File: config.mk
export PLATFORM = sky130hd
export DESIGN_NAME = pipe_stage_elastic
export DESIGN_NICKNAME = d
export VERILOG_FILES = /design/src/rtl/pipe_pkg.sv /design/src/rtl/pipe_slice.sv /design/src/rtl/pipe_stage_elastic.sv
export SDC_FILE = /design/constraint.sdc
export NUM_CORES = 1
export LEC_CHECK = 0
export BUFFER_PORTS_ARGS = -buffer_cell sky130_fd_sc_hd__buf_2
export CAP_MARGIN = 10
export CORE_ASPECT_RATIO = 0.9
export CORE_UTILIZATION = 45
export CTS_CLUSTER_DIAMETER = 150
export DETAILED_ROUTE_END_ITERATION = 7
export PLACE_DENSITY = 0.8
export SETUP_SLACK_MARGIN = 0.2
export SYNTH_ARGS = -nofsm -noshare
export SYNTH_HDL_FRONTEND = slang
export SYNTH_HIERARCHICAL = 1
export SYNTH_SLANG_ARGS = --single-unit
export TNS_END_PERCENT = 30
File: constraint.sdc
create_clock -name clk -period 2.1 [get_ports clk]
set_input_delay 0.42 -clock clk [delete_from_list [all_inputs] [get_ports clk]]
set_output_delay 0.42 -clock clk [all_outputs]
set_load 0.02 [all_outputs]
File: src/rtl/pipe_pkg.sv
// Shared types for the elastic pipeline boundary register (pipe_stage_elastic / pipe_slice).
package pipe_pkg;

    typedef enum logic [1:0] {
        SLOT_EMPTY = 2'b00,
        SLOT_FULL  = 2'b01,
        SLOT_SKID  = 2'b10
    } slot_state_e;

    localparam int PIPE_MAX_STAGES = 4;

    // Number of payload entries a slice holds in a given state.
    function automatic logic [1:0] slot_weight(input slot_state_e s);
        case (s)
            SLOT_FULL: return 2'd1;
            SLOT_SKID: return 2'd2;
            default:   return 2'd0;
        endcase
    endfunction

endpackage

File: src/rtl/pipe_slice.sv
// One elastic slice: main entry plus an optional skid entry (PIPE_STAGE_SKID_EN).
// en=0 freezes the slice, clr empties it on the next edge without touching data.
module pipe_slice
    import pipe_pkg::*;
#(
    parameter int WIDTH = 32
) (
    input  logic             clk,
    input  logic             rst_n,
    input  logic             en,
    input  logic             clr,
    input  logic             up_valid,
    output logic             up_ready,
    input  logic [WIDTH-1:0] up_data,
    output logic             dn_valid,
    input  logic             dn_ready,
    output logic [WIDTH-1:0] dn_data,
    output slot_state_e      slot_state,
    output logic [1:0]       weight_next
);

    slot_state_e      state_q, state_d;
    logic [WIDTH-1:0] main_q, main_d;
`ifdef PIPE_STAGE_SKID_EN
    logic [WIDTH-1:0] skid_q, skid_d;
`endif

    always_comb begin
        state_d = state_q;
        main_d  = main_q;
`ifdef PIPE_STAGE_SKID_EN
        skid_d  = skid_q;
`endif
        if (clr) begin
            state_d = SLOT_EMPTY;
        end else if (en) begin
            case (state_q)
                SLOT_EMPTY: begin
                    if (up_valid) begin
                        state_d = SLOT_FULL;
                        main_d  = up_data;
                    end
                end
                SLOT_FULL: begin
                    if (up_valid && dn_ready) begin
                        main_d = up_data;
                    end else if (dn_ready) begin
                        state_d = SLOT_EMPTY;
`ifdef PIPE_STAGE_SKID_EN
                    end else if (up_valid) begin
                        state_d = SLOT_SKID;
                        skid_d  = up_data;
`endif
                    end
                end
`ifdef PIPE_STAGE_SKID_EN
                SLOT_SKID: begin
                    if (dn_ready) begin
                        state_d = SLOT_FULL;
                        main_d  = skid_q;
                    end
                end
`endif
                default: state_d = SLOT_EMPTY;
            endcase
        end
    end

    always_ff @(posedge clk or negedge rst_n) begin
        if (!rst_n) begin
            state_q <= SLOT_EMPTY;
            main_q  <= '0;
`ifdef PIPE_STAGE_SKID_EN
            skid_q  <= '0;
`endif
        end else begin
            state_q <= state_d;
            main_q  <= main_d;
`ifdef PIPE_STAGE_SKID_EN
            skid_q  <= skid_d;
`endif
        end
    end

`ifdef PIPE_STAGE_SKID_EN
    assign up_ready = (state_q != SLOT_SKID);
`else
    assign up_ready = (state_q == SLOT_EMPTY) || dn_ready;
`endif
    assign dn_valid    = (state_q != SLOT_EMPTY);
    assign dn_data     = main_q;
    assign slot_state  = state_q;
    assign weight_next = slot_weight(state_d);

endmodule

File: src/rtl/pipe_stage_elastic.sv
// Elastic pipeline boundary: STAGES chained pipe_slice instances with stall/flush masking
// and a registered occupancy count. Skid entries are built when PIPE_STAGE_SKID_EN is defined.
module pipe_stage_elastic
    import pipe_pkg::*;
#(
    parameter int WIDTH  = 32,
    parameter int STAGES = 1
) (
    input  logic                             clk,
    input  logic                             rst_n,
    input  logic                             stall,
    input  logic                             flush,
    input  logic                             in_valid,
    output logic                             in_ready,
    input  logic [WIDTH-1:0]                 in_data,
    output logic                             out_valid,
    input  logic                             out_ready,
    output logic [WIDTH-1:0]                 out_data,
    output logic [$clog2(2*STAGES+1)-1:0]    occupancy
);

    localparam int OCC_W    = $clog2(2*STAGES+1);
    localparam int N_SLICES = (STAGES > PIPE_MAX_STAGES) ? PIPE_MAX_STAGES : STAGES;

    logic                          pass;
    logic [N_SLICES-1:0]           up_valid_v;
    logic [N_SLICES-1:0]           up_ready_v;
    logic [N_SLICES-1:0]           dn_valid_v;
    logic [N_SLICES-1:0]           dn_ready_v;
    logic [WIDTH-1:0]              up_data_v [N_SLICES];
    logic [WIDTH-1:0]              dn_data_v [N_SLICES];
    slot_state_e [N_SLICES-1:0]    slot_st;
    logic [N_SLICES-1:0][1:0]      weight_next;
    logic [OCC_W-1:0]              occ_d, occ_q;
    logic                          unused_up_ready;

    assign pass = !stall && !flush;

    always_comb begin
        up_valid_v    = '0;
        up_valid_v[0] = in_valid;
        up_data_v[0]  = in_data;
        for (int i = 1; i < N_SLICES; i++) begin
            up_valid_v[i] = dn_valid_v[i-1];
            up_data_v[i]  = dn_data_v[i-1];
        end
    end

    // Downstream ready of each slice is derived from registered slot states so the
    // ready vector never feeds back on itself.
    always_comb begin
        dn_ready_v             = '0;
        dn_ready_v[N_SLICES-1] = out_ready;
        for (int i = 0; i < N_SLICES-1; i++) begin
`ifdef PIPE_STAGE_SKID_EN
            dn_ready_v[i] = (slot_st[i+1] != SLOT_SKID);
`else
            dn_ready_v[i] = out_ready;
            for (int j = i + 1; j < N_SLICES; j++) begin
                if (slot_st[j] == SLOT_EMPTY) dn_ready_v[i] = 1'b1;
            end
`endif
        end
    end

    for (genvar g = 0; g < N_SLICES; g++) begin : g_slice
        pipe_slice #(.WIDTH(WIDTH)) u_slice (
            .clk         (clk),
            .rst_n       (rst_n),
            .en          (!stall),
            .clr         (flush),
            .up_valid    (up_valid_v[g]),
            .up_ready    (up_ready_v[g]),
            .up_data     (up_data_v[g]),
            .dn_valid    (dn_valid_v[g]),
            .dn_ready    (dn_ready_v[g]),
            .dn_data     (dn_data_v[g]),
            .slot_state  (slot_st[g]),
            .weight_next (weight_next[g])
        );
    end

    always_comb begin
        occ_d = '0;
        for (int i = 0; i < N_SLICES; i++) begin
            occ_d = occ_d + OCC_W'(weight_next[i]);
        end
    end

    always_ff @(posedge clk or negedge rst_n) begin
        if (!rst_n) occ_q <= '0;
        else        occ_q <= occ_d;
    end

    assign unused_up_ready = ^up_ready_v;

    assign in_ready  = up_ready_v[0] && pass;
    assign out_valid = dn_valid_v[N_SLICES-1] && pass;
    assign out_data  = dn_data_v[N_SLICES-1];
    assign occupancy = occ_q;

endmodule

# Word level (Yosys, flattened, before mapping)

Index checks and enable logic that the tools add are counted.

Bits of input ports: 38
Word-level logic and storage cells: 31
Register bits: 36

Bitwise logic cells: 2
Multiplexer cells: 10
Reductions and logical operators: 11
Equal/unequal tests: 5

Operators with widths:

| cell                                                  | count |
|---|---|
| 2-to-1 mux 32 bit                                     | 2 |
| one-hot mux 32 bit (2 select lines)                   | 1 |
| 2-to-1 mux 2 bit                                      | 5 |
| one-hot mux 2 bit (2 select lines)                    | 2 |
| AND reduction 5 bit                                   | 1 |
| equality test 2 x 1 -> 1 bit, second input constant   | 2 |
| logical AND 1 bit                                     | 4 |
| nonzero test 2 bit                                    | 2 |
| equality test 2 bit, second input constant            | 1 |
| zero test 1 bit                                       | 2 |
| zero test 2 bit                                       | 1 |
| inequality test 2 x 1 -> 1 bit, second input constant | 1 |
| inequality test 2 bit, second input constant          | 1 |
| NOT 1 bit                                             | 2 |
| logical OR 1 bit                                      | 1 |

# Logic depth before layout (Yosys ltp)

Gate-level depths: netlist (run 1).

Depth after elaboration: 7
Depth in mapped cells: 6
Mapped depth without buffers: 4

# By module

The synthesis (run 1) kept the hierarchy.

Modules (own cells, without submodules):

| module             | cells each | area each (um^2) | seq. area each (um^2) | times used |
|---|---|---|---|---|
| pipe_slice         | 83         | 1476.4           | 850.8                 | 1 |
| pipe_stage_elastic | 5          | 68.8             | 50.0                  | 1 |

# Worst setup path after synthesis (run 1)

OpenSTA, ideal clock, no wires.

Kind: input-to-reg
Start point: in stall
End point: reg g_slice[0].u_slice.main_q[0]
Path buffers: 2
Setup time: 0.125 ns
Setup slack: 0.358 ns
Stages on the path: 6
Data arrival time: 1.617 ns
Cells stage by stage: inv_1 > nand2_1 > or4b_1 > buf_6 > buf_12 > mux2_4

Longest elaborated chain between the ends: 2

Ends and longest elaborated chain:

| item                                 | RTL line                 | text |
|---|---|---|
| start: declaration                   | pipe_stage_elastic.sv:11 | `input logic stall,` |
| NOT 1 bit (no source line)           | n/a                      |  |
| AND reduction 5 bit (no source line) | n/a                      |  |
| end signal: assignment               | pipe_slice.sv:78         | `main_q <= main_d;` |
| end: declaration                     | pipe_slice.sv:23         | `logic [WIDTH-1:0] main_q, main_d;` |

No other way between the ends.
A chain may end at the register's enable or synchronous reset.

# Worst setup path in the final report (run 1)

Start point: reg g_slice[0].u_slice.state_q[0]
End point: reg g_slice[0].u_slice.main_q[3]

Longest elaborated chain between the ends: 3
Elaborated cells between the ends (all ways): 7
Those cells by class: eq/ne: 3; mux: 1; reduce/logical: 3

Ends and longest elaborated chain:

| item                                                                    | RTL line         | text |
|---|---|---|
| start: declaration                                                      | pipe_slice.sv:22 | `slot_state_e state_q, state_d;` |
| start signal: assignment                                                | pipe_slice.sv:77 | `state_q <= state_d;` |
| equality test 2 x 1 -> 1 bit / zero test 2 bit (equally long branches)  | pipe_slice.sv:37 | `case (state_q)` |
| inequality test 2 x 1 -> 1 bit (no source line) (tied with other cells) | n/a              |  |
| AND reduction 5 bit (no source line)                                    | n/a              |  |

Parallel ways exist; a longest one is shown, timed or not.

==> results of run 1 <==
routing by layer:
metal	part of all wire, %	wire (um)	vias up	global-route usage [%]
met2	54	1600	36	30.4
met5	0	0	-	0
met1	40	1180	492	19.4
met4	1.5	46	0	7.79
met3	4.9	145	4	7.60
li1	-	-	459	-
power by group through the flow:
| stage | registers, uW | logic (uW) | clock network (uW) |
|---|---|---|---|
| 3_5_place_dp | 907 | 586 | 0 |
| 2_1_floorplan | 1060 | 220 | 0 |
| 5_1_grt | 908 | 622 | 630 |
| 6_report | 894 | 587 | 573 |
| 4_1_cts | 895 | 590 | 594 |
| 3_3_place_gp | 900 | 575 | 0 |
repair_timing:
item                       4_1_cts  5_1_grt
buffers inserted                 0        2
setup endpoints to repair        1        1
pin swaps                        0        0
gates resized for setup          1        2
area by class of cell:
| type | instances | area (um2) |
|---|---|---|
| fillers | 235 | 1120 |
| clock inverters | 2 | 35.0 |
| inverters | 1 | 3.75 |
| clock buffers | 6 | 72.6 |
| flip-flops and latches | 36 | 901 |
| repair buffers | 76 | 403 |
| multi-input cells | 47 | 577 |
| well taps | 42 | 52.6 |
through the flow:
stage | power, uW | cells
after detailed placement | 1490 | 200
after global routing | 2160 | 210
after floorplan | 1280 | 88
after CTS | 2080 | 208
final | 2050 | 210
after global placement | 1470 | 200
cell usage in the layout, fill, tap and decap left out, drive strengths merged:
master	n
a21o	1
nor3	1
clkbuf	6
mux2	32
or4b	1
bufinv	1
nand2b	3
clkinv	1
a21boi	1
nand2	2
a21oi	1
buf	76
nor3b	3
nor2b	1
or2	1
dfrtp	36
inv	1
sequential cells by signal, indices dropped and copies added (netlist names):
register,flops
g_slice.u_slice/dn_data,32
g_slice.u_slice/slot_state,2
occupancy,2
cell families (layout without fill, tap and decap cells):
| kind of cell | Yosys count | in the layout |
|---|---|---|
| DFF | 36 | 36 |
| muxes | 32 | 32 |
| AOI/OAI and AO/OA | 3 | 3 |
| and+or+nand+nor | 12 | 12 |
| buffers and inverters | 5 | 85 |
worst max-delay path by stage:
| stage | from | end | depth (start not counted) |
|---|---|---|---|
| 6_report | g_slice[0].u_slice/slot_state[0] | g_slice[0].u_slice/dn_data[3] | 4 |
| 5_1_grt | g_slice[0].u_slice/slot_state[0] | g_slice[0].u_slice/dn_data[29] | 4 |
| 4_1_cts | g_slice[0].u_slice/slot_state[1] | in_ready | 4 |
| 3_5_place_dp | stall | g_slice[0].u_slice/dn_data[14] | 6 |
| 3_3_place_gp | stall | g_slice[0].u_slice/dn_data[1] | 6 |
| 2_1_floorplan | stall | g_slice[0].u_slice/dn_data[0] | 6 |
critical path, cell delays in order, from the launching register on:
cell and delay, ns:
dfrtp_1 0.43, nand2b_1 0.10, or4b_2 0.63, buf_12 0.23, mux2_4 0.32
==> results.cfg, run 1 <==
[power_and_ir_drop]
pwr-share-comb_pct = 28.6
irDropWorstVdd_v = 0.000515
p_sw_uw = 588
clkPwrFrac_pct = 27.9
leakage_uw = 0.00114
p_seq_share_pct = 43.5
p_sw_share_pct = 28.6
p_int_uw = 1470
p_per_area_nw_per_um2 = 1000

[logic_synthesis]
synth_ff_type = dfrtp_1
synth_top_family_by_area = multiplexers
synthesis.area_um2 = 1550
synthSimpleGateAreaFrac_pct = 4.94
yosysMostFrequentCell = dfrtp_1
synth_commonest_cells = dfrtp_1 (36), mux2_4 (30), buf_12 (3), nand2b_1 (3), nor3b_1 (3)
syn_area_per_cell_um2 = 17.6
synth_edf_count = 0
synth.distinct_cells = 16
ys_seq_elements = 36
synth_area_leaders = dfrtp_1 (58%), mux2_4 (29%), buf_12 (3.9%), mux2_2 (1.5%), nor3b_1 (1.5%)
yosysSeqAreaShare_pct = 58.3
synthMuxAreaShare_pct = 30.6
synth_top_area_share_pct = 58.3
synth_area_leader_cell = dfrtp_1
synth-compound-area-share_pct = 1.30
yosys_warnings = 6
synth-async-reset-ratio_pct = 100
syn_inst = 88
synth_xor_area_share_pct = 0
synthesis.nets = 126
yosys.area_share.adder_pct = 0

[cts]
worst_skew_pair.late_latency_ns = 0.28
cts.clk_slew.worst_paths_ns = 0.07
cts_buffer_depth = 2
cts_buffers = 5
cts.sinks = 36
htreeDepth = 2
clockRootBuffer = clkbuf_8
cts_tree = done
hold_buffers = 0

[detailed_routing]
vias_per_cell = 4.72
firstDrtPassIters = 2
drt_iter0_drc = 16
num_vias = 991
wire_per_inst_um = 14.1
ant_nets = 0
drc_errors = 0
wirelength_mm = 2.97

[floorplan]
die_area_um2 = 3670
die_height_um = 57.6
ios = 74
std_cell_rows = 19
die_w_um = 63.8
coreArea_um2 = 3160
start_util_pct = 48.9

[layout]
diodes = 0
layout-drive-gt1-share_pct = 70.2
design_area_um2 = 2040
syn2layout_area_growth_pct = 32.3
fin_nets = 205
fin_util_pct = 64.7

[setup_path]
startpoint_type = register
reg2reg_to = g_slice[0].u_slice/dn_data[3]
crit_type = register to register
regToRegSetupSlack_ns = 0.27
rr_worst_depth = 4
timing.rr.start = g_slice[0].u_slice/slot_state[0]
crit_fanout = 32
worstPathArrival_ns = 1.99
cp_data_required_time_ns = 2.26
endpoint_kind = register

[sta]
fin_setup_tns_ns = 0
fin_hold_ws_ns = 0.212
setup_viol = 0
hold_viol_final = 0
min_period_ns = 1.83
rsz0062_at_grt = no
fin_ws_ns = 0.272
slew_violations = 0
period_share_pct = 87.0
finalClockSkew_ns = 0.00311
slew_headroom_pct = 48.9
tightest_slew_ns = 0.767
max_freq_mhz = 547

[global_routing]
grt_pass1_vias = 1029
grt_overflow = 0
antenna_found_initial = 0
grt_usage_pct = 17.8
grt_max_degree = 37
grt_pass1_wl_mm = 4.66

[placement]
pre_cts_slack_ns = 0.0310
dpl_cell_area_um2 = 1910
io_buffers = 73
gp_congestion = 0.732
dpl.hpwl_mm = 2.10

[job]
drv_cap = 0

[run_status]
outcome = finished, final reports clean

[hold_path]
hp-class = input port to asynchronous set/reset pin
No activity file was read; power rests on OpenSTA's default activity.
==> run 2: changes to the inputs <==
- ABC_AREA: default -> 1
- CORE_UTILIZATION: 45 -> 46
==> results.cfg, run 2 <==
[layout]
fillers = 300
layout_commonest_cell = buf_2
layout_common_cells = buf_2 (73), inv_1 (42), dfrtp_1 (36)
multiInputGateArea_um2 = 531
fin_nets = 282
regArea_um2 = 901
diodes = 0
syn2layout_area_growth_pct = 29.1
layout-drive-gt1-share_pct = 55.3
largest_reg_flops = 32

[floorplan]
die_w_um = 65.4
die_area_um2 = 3860
die_height_um = 59.1
std_cell_rows = 20
ios = 74
coreArea_um2 = 3430
start_util_pct = 48.5

[logic_synthesis]
synth_commonest_cells = inv_1 (42), dfrtp_1 (36), o21ai_2 (32)
syn_inst = 167
ys_seq_elements = 36
synth_top_area_share_pct = 54.1
yosysSeqAreaShare_pct = 54.1
synthesis.area_um2 = 1660
synth_area_leader_cell = dfrtp_1
synth.distinct_cells = 14
synth_area_leaders = dfrtp_1 (54%), o21ai_2 (17%), inv_1 (9.5%), nand2_1 (5.6%), nand2_2 (5.6%)
syn_area_per_cell_um2 = 9.96
synth-async-reset-ratio_pct = 100
yosys_warnings = 6
synthesis.nets = 205
synth_ff_type = dfrtp_1
synth_edf_count = 0
yosysMostFrequentCell = inv_1

[cts]
cts.sinks = 36
ctsResizeCount = 0
cts_tree = done
cts_setup_buffers = 0
cts_buffer_depth = 2
htreeDepth = 2
cts_buffers = 5
worst_skew_pair.late_latency_ns = 0.28
clockRootBuffer = clkbuf_8
hold_buffers = 0
cts.clk_slew.worst_paths_ns = 0.06

[sta]
setup_viol = 0
tightest_slew_ns = 0.767
finalClockSkew_ns = 0.00268
hold_viol_final = 0
rsz0062_at_grt = no
period_share_pct = 78.6
min_period_ns = 1.65
slew_violations = 0
slew_headroom_pct = 48.8
max_freq_mhz = 606
fin_setup_tns_ns = 0

[detailed_routing]
num_vias = 1231
ant_nets = 0
wire_per_inst_um = 10.3
top_layer = met4
vias_per_cell = 4.27
wirelength_mm = 2.98
wl_met2_mm = 1.36
wl_met3_um = 221
drc_errors = 0
wl_met1_mm = 1.37
firstDrtPassIters = 4
drt_iter0_drc = 69

[placement]
io_buffers = 73
dpl.hpwl_mm = 2.31
gp_congestion = 0.723

[power_and_ir_drop]
p_per_area_nw_per_um2 = 906
leakage_uw = 0.00128
power_uw = 1950
irDropWorstVdd_v = 0.000435

[global_routing]
antenna_found_initial = 0
grt_max_degree = 37
grt_pass1_vias = 1123
grt_usage_pct = 17.2
grt_overflow = 0
grt_pass1_wl_mm = 4.86

[hold_path]
hp-class = input port to asynchronous set/reset pin

[setup_path]
cp_data_required_time_ns = 1.68
crit_fanout = 3
crit_type = register to primary output
crit_slowest_cell = dfrtp_1
startpoint_type = register
endpoint_kind = primary output
cp_cell_sequence = inv_1 -> nand2_1 -> nand2_1 -> inv_1 -> nor2_1 -> buf_2
slowest_delay_ns = 0.43
worstPathArrival_ns = 1.23

[run_status]
outcome = finished, final reports clean

[job]
drv_cap = 0
-- run 2: cell count changes after synthesis, moves of 2 or more --
cell	delta
nand2b_1	-3
buf_6	+5
o21ai_2	+32
nor3b_1	-3
nand2_1	+23
nor2_1	+3
inv_2	+2
mux2_2	-2
buf_12	-3
nand2_2	+15
inv_1	+41
mux2_4	-30
-- run 2: report_power, final --
group          leakage, uW  internal (uW)  switching (uW)
Clock            0.0000503            292             217
Sequential        0.000454            814            71.3
Combinational     0.000780            210             343
Total              0.00128           1320             632
-- run 2: kinds of logic after synthesis --
group           synth area share, %
compound gates                 17.1
simple gates                   14.7
flops                          54.1
buf+inv                        14.0
-- run 2: final timing paths --
path | startpoint | to | slack, ns | depth (start not counted)
min in group clk | in_data[0] | g_slice[0].u_slice/dn_data[0] | 0.38 | 3
worst max register to register | g_slice[0].u_slice/slot_state[1] | g_slice[0].u_slice/dn_data[18] | 0.68 | 5
worst min register to register | g_slice[0].u_slice/dn_data[27] | g_slice[0].u_slice/dn_data[27] | 0.48 | 2
max in group asynchronous | rst_n | g_slice[0].u_slice/dn_data[15] | 1.40 | 1
worst max-delay path | g_slice[0].u_slice/slot_state[1] | in_ready | 0.45 | 6
worst min-delay path | rst_n | g_slice[0].u_slice/dn_data[19] | 0.22 | 1
-- run 2: per-stage QoR --
stage / area (um2) / hold WS, ns / utilization, % / std cells / setup WS (ns)
final: 2150 / 0.216 / 62.7 / 288 / 0.450
after global routing: 2150 / 0.266 / 62.7 / 288 / 0.294
after CTS: 2150 / 0.237 / 62.7 / 288 / 0.433
after detailed placement: 2050 / 0.467 / 59.9 / 281 / 0.421
after global placement: 2050 / 0.462 / 59.9 / 281 / 0.461
after floorplan: 1660 / 0.124 / - / 167 / 0.761
-- run 2: metal layers --
| metal | vias up | global-route usage (%) |
|---|---|---|
| met5 | - | 0 |
| met4 | 0 | 5.59 |
| met3 | 3 | 7.31 |
| met2 | 45 | 25.8 |
| met1 | 535 | 22.5 |
| li1 | 648 | - |
-- run 2: area by class of cell --
| class | instances | area share, % |
|---|---|---|
| tap | 44 | 2.56 |
| multi-input combinational | 81 | 24.7 |
| timing repair buffer | 76 | 18.6 |
| inverter | 44 | 7.69 |
| clock buffer | 7 | 4.48 |
| sequential | 36 | 41.9 |
-- run 2: critical path, delay by kind of cell (launching register included) --
family | cells | cell delay, ns
and+or+nand+nor | 3 | 0.22
DFF | 1 | 0.43
buffers and inverters | 3 | 0.32
==> run 3: changes to the inputs <==
- CORE_UTILIZATION: 46 -> 42
- PLACE_DENSITY: 0.8 -> 0.77
- clock period: 2.1 -> 1.3 ns (I/O delays scaled with it)
==> results.cfg, run 3 (synthesis gave the netlist of run 2 again) <==
[layout]
fillers = 270
layout-drive-gt1-share_pct = 63.6
syn2layout_area_growth_pct = 59.8
layout_common_cells = buf_2 (41), inv_1 (39), dfrtp_1 (36), buf_6 (36), o21ai_2 (31)
fin_nets = 298
largest_reg_flops = 32
layout_commonest_cell = buf_2
diodes = 0

[detailed_routing]
firstDrtPassIters = 4
num_vias = 1394
wire_per_inst_um = 12.9
ant_nets = 0
vias_per_cell = 4.54
drc_errors = 0
drt_iter0_drc = 61
wirelength_mm = 3.97

[cts]
cts_buffers = 5
cts.clk_slew.worst_paths_ns = 0.07
cts_tree = done
cts_buffer_depth = 2
worst_skew_pair.late_latency_ns = 0.28
cts.sinks = 36
clockRootBuffer = clkbuf_8
htreeDepth = 2

[global_routing]
grt_pass1_wl_mm = 5.38
grt_usage_pct = 18.0
grt_pass1_vias = 1213
antenna_found_initial = 0
grt_overflow = 0
grt_max_degree = 25

[setup_path]
cp.depth = 6
cp_data_required_time_ns = 1.04
rr_worst_depth = 6
slowest_delay_ns = 0.40
cp_cell_sequence = inv_2 -> nand2_2 -> nand2_2 -> inv_2 -> nor2_2 -> buf_6
worstPathArrival_ns = 1.09
cp_top_family = flip-flops
crit_slowest_cell = dfrtp_1
crit_type = register to primary output
path_buf_inv = 3
startpoint_type = register
endpoint_kind = primary output
crit_fanout = 2

[sta]
period_share_pct = 103
slew_headroom_pct = 80.2
min_period_ns = 1.35
setup_viol = 10
max_freq_mhz = 743
rsz0062_at_grt = yes
finalClockSkew_ns = 0.00496
fin_ws_ns = -0.0453
tightest_slew_ns = 0.297
fin_hold_ws_ns = 0.214
slew_violations = 0
hold_viol_final = 0

[power_and_ir_drop]
p_sw_uw = 1150
irDropWorstVdd_v = 0.000965
p_int_uw = 2510
p_seq_share_pct = 40.7
p_per_area_nw_per_um2 = 1380
leakage_uw = 0.00148
clkPwrFrac_pct = 26.1
pwr-share-comb_pct = 33.3
p_sw_share_pct = 31.3

[floorplan]
coreArea_um2 = 3760
ios = 74
die_area_um2 = 4220
die_height_um = 61.7
start_util_pct = 44.3
die_w_um = 68.4
std_cell_rows = 21

[hold_path]
hold_depth = 3
hp-class = input port to register

[run_status]
violations = setup timing
outcome = complete, but fails checks

[placement]
io_buffers = 73
dpl.hpwl_mm = 2.19
gp_congestion = 0.763
pre_cts_slack_ns = 0.0737

[job]
drv_cap = 0
## run 3: changes by cell type in the layout (fill, tap and decap cells not counted), moves of 3 or more
cell,delta
buf_2,-32
buf_6,+36
buf_4,+5
inv_1,-3
nand2_1,-10
inv_2,+3
nand2_2,+9
## run 3: final cells by class
type                    count  area (um2)  area share [%]
flip-flops and latches     36         901            33.9
repair buffers             92         851            32.0
clock inverters             2        35.0            1.32
inverters                  44         165            6.21
clock buffers               6        72.6            2.73
multi-input cells          81         577            21.7
well taps                  46        57.6            2.16
## run 3: what timing repair did
item                                    in CTS  in global routing
endpoints found under the setup margin      28                 69
resized for setup                           33                 52
gates cloned                                 3                  1
endpoints found under the hold margin        9                  0
setup buffers                               10                  0
hold buffers                                 1                  0
pin swaps                                    5                  1
## run 3: power by group through the flow
| stage | clock, uW | combinational, uW | sequential (uW) |
|---|---|---|---|
| 2_1_floorplan | 0 | 340 | 1690 |
| 3_3_place_gp | 0 | 894 | 1440 |
| 3_5_place_dp | 0 | 910 | 1450 |
| 4_1_cts | 966 | 1040 | 1450 |
| 5_1_grt | 1040 | 1320 | 1510 |
| 6_report | 954 | 1220 | 1490 |
## run 3: final timing paths
| check | startpoint | to | slack, ns |
|---|---|---|---|
| worst max-delay path | g_slice[0].u_slice/slot_state[1] | in_ready | -0.05 |
| worst min-delay path | in_data[14] | g_slice[0].u_slice/dn_data[14] | 0.21 |
| min in group asynchronous | rst_n | g_slice[0].u_slice/dn_data[10] | 0.40 |
| max in group asynchronous | rst_n | g_slice[0].u_slice/dn_data[29] | 0.49 |
| worst max register to register | g_slice[0].u_slice/slot_state[1] | g_slice[0].u_slice/dn_data[21] | -0.04 |
| worst min register to register | g_slice[0].u_slice/dn_data[0] | g_slice[0].u_slice/dn_data[0] | 0.49 |
## run 3: stage by stage
step	total power (uW)	utilization (%)	cell area [um2]	cells	setup TNS, ns
finish	3660	70.8	2660	307	-0.385
global route	3870	70.8	2660	307	-0.907
CTS	3450	65.7	2470	306	-0.213
detailed placement	2360	55.7	2090	284	0
global placement	2340	55.7	2090	284	0
floorplan	2030	-	1670	167	0
## run 3: worst reg2reg max path, cell delays in order, from the launching register on
cell and delay [ns]:
dfrtp_1 0.40, buf_4 0.15, nor2_4 0.10, nand3_4 0.10
buf_6 0.15, bufbuf_16 0.28, o21ai_2 0.10
## run 3: layer usage
layer | part of all wire [%] | vias up | global-route usage, % | wire [um]
met5 | 0 | - | 0 | 0
met4 | 0.93 | 0 | 6.25 | 37
met3 | 5.1 | 5 | 4.74 | 202
met2 | 55 | 49 | 33.3 | 2170
met1 | 39 | 659 | 20.1 | 1570
li1 | - | 681 | - | -
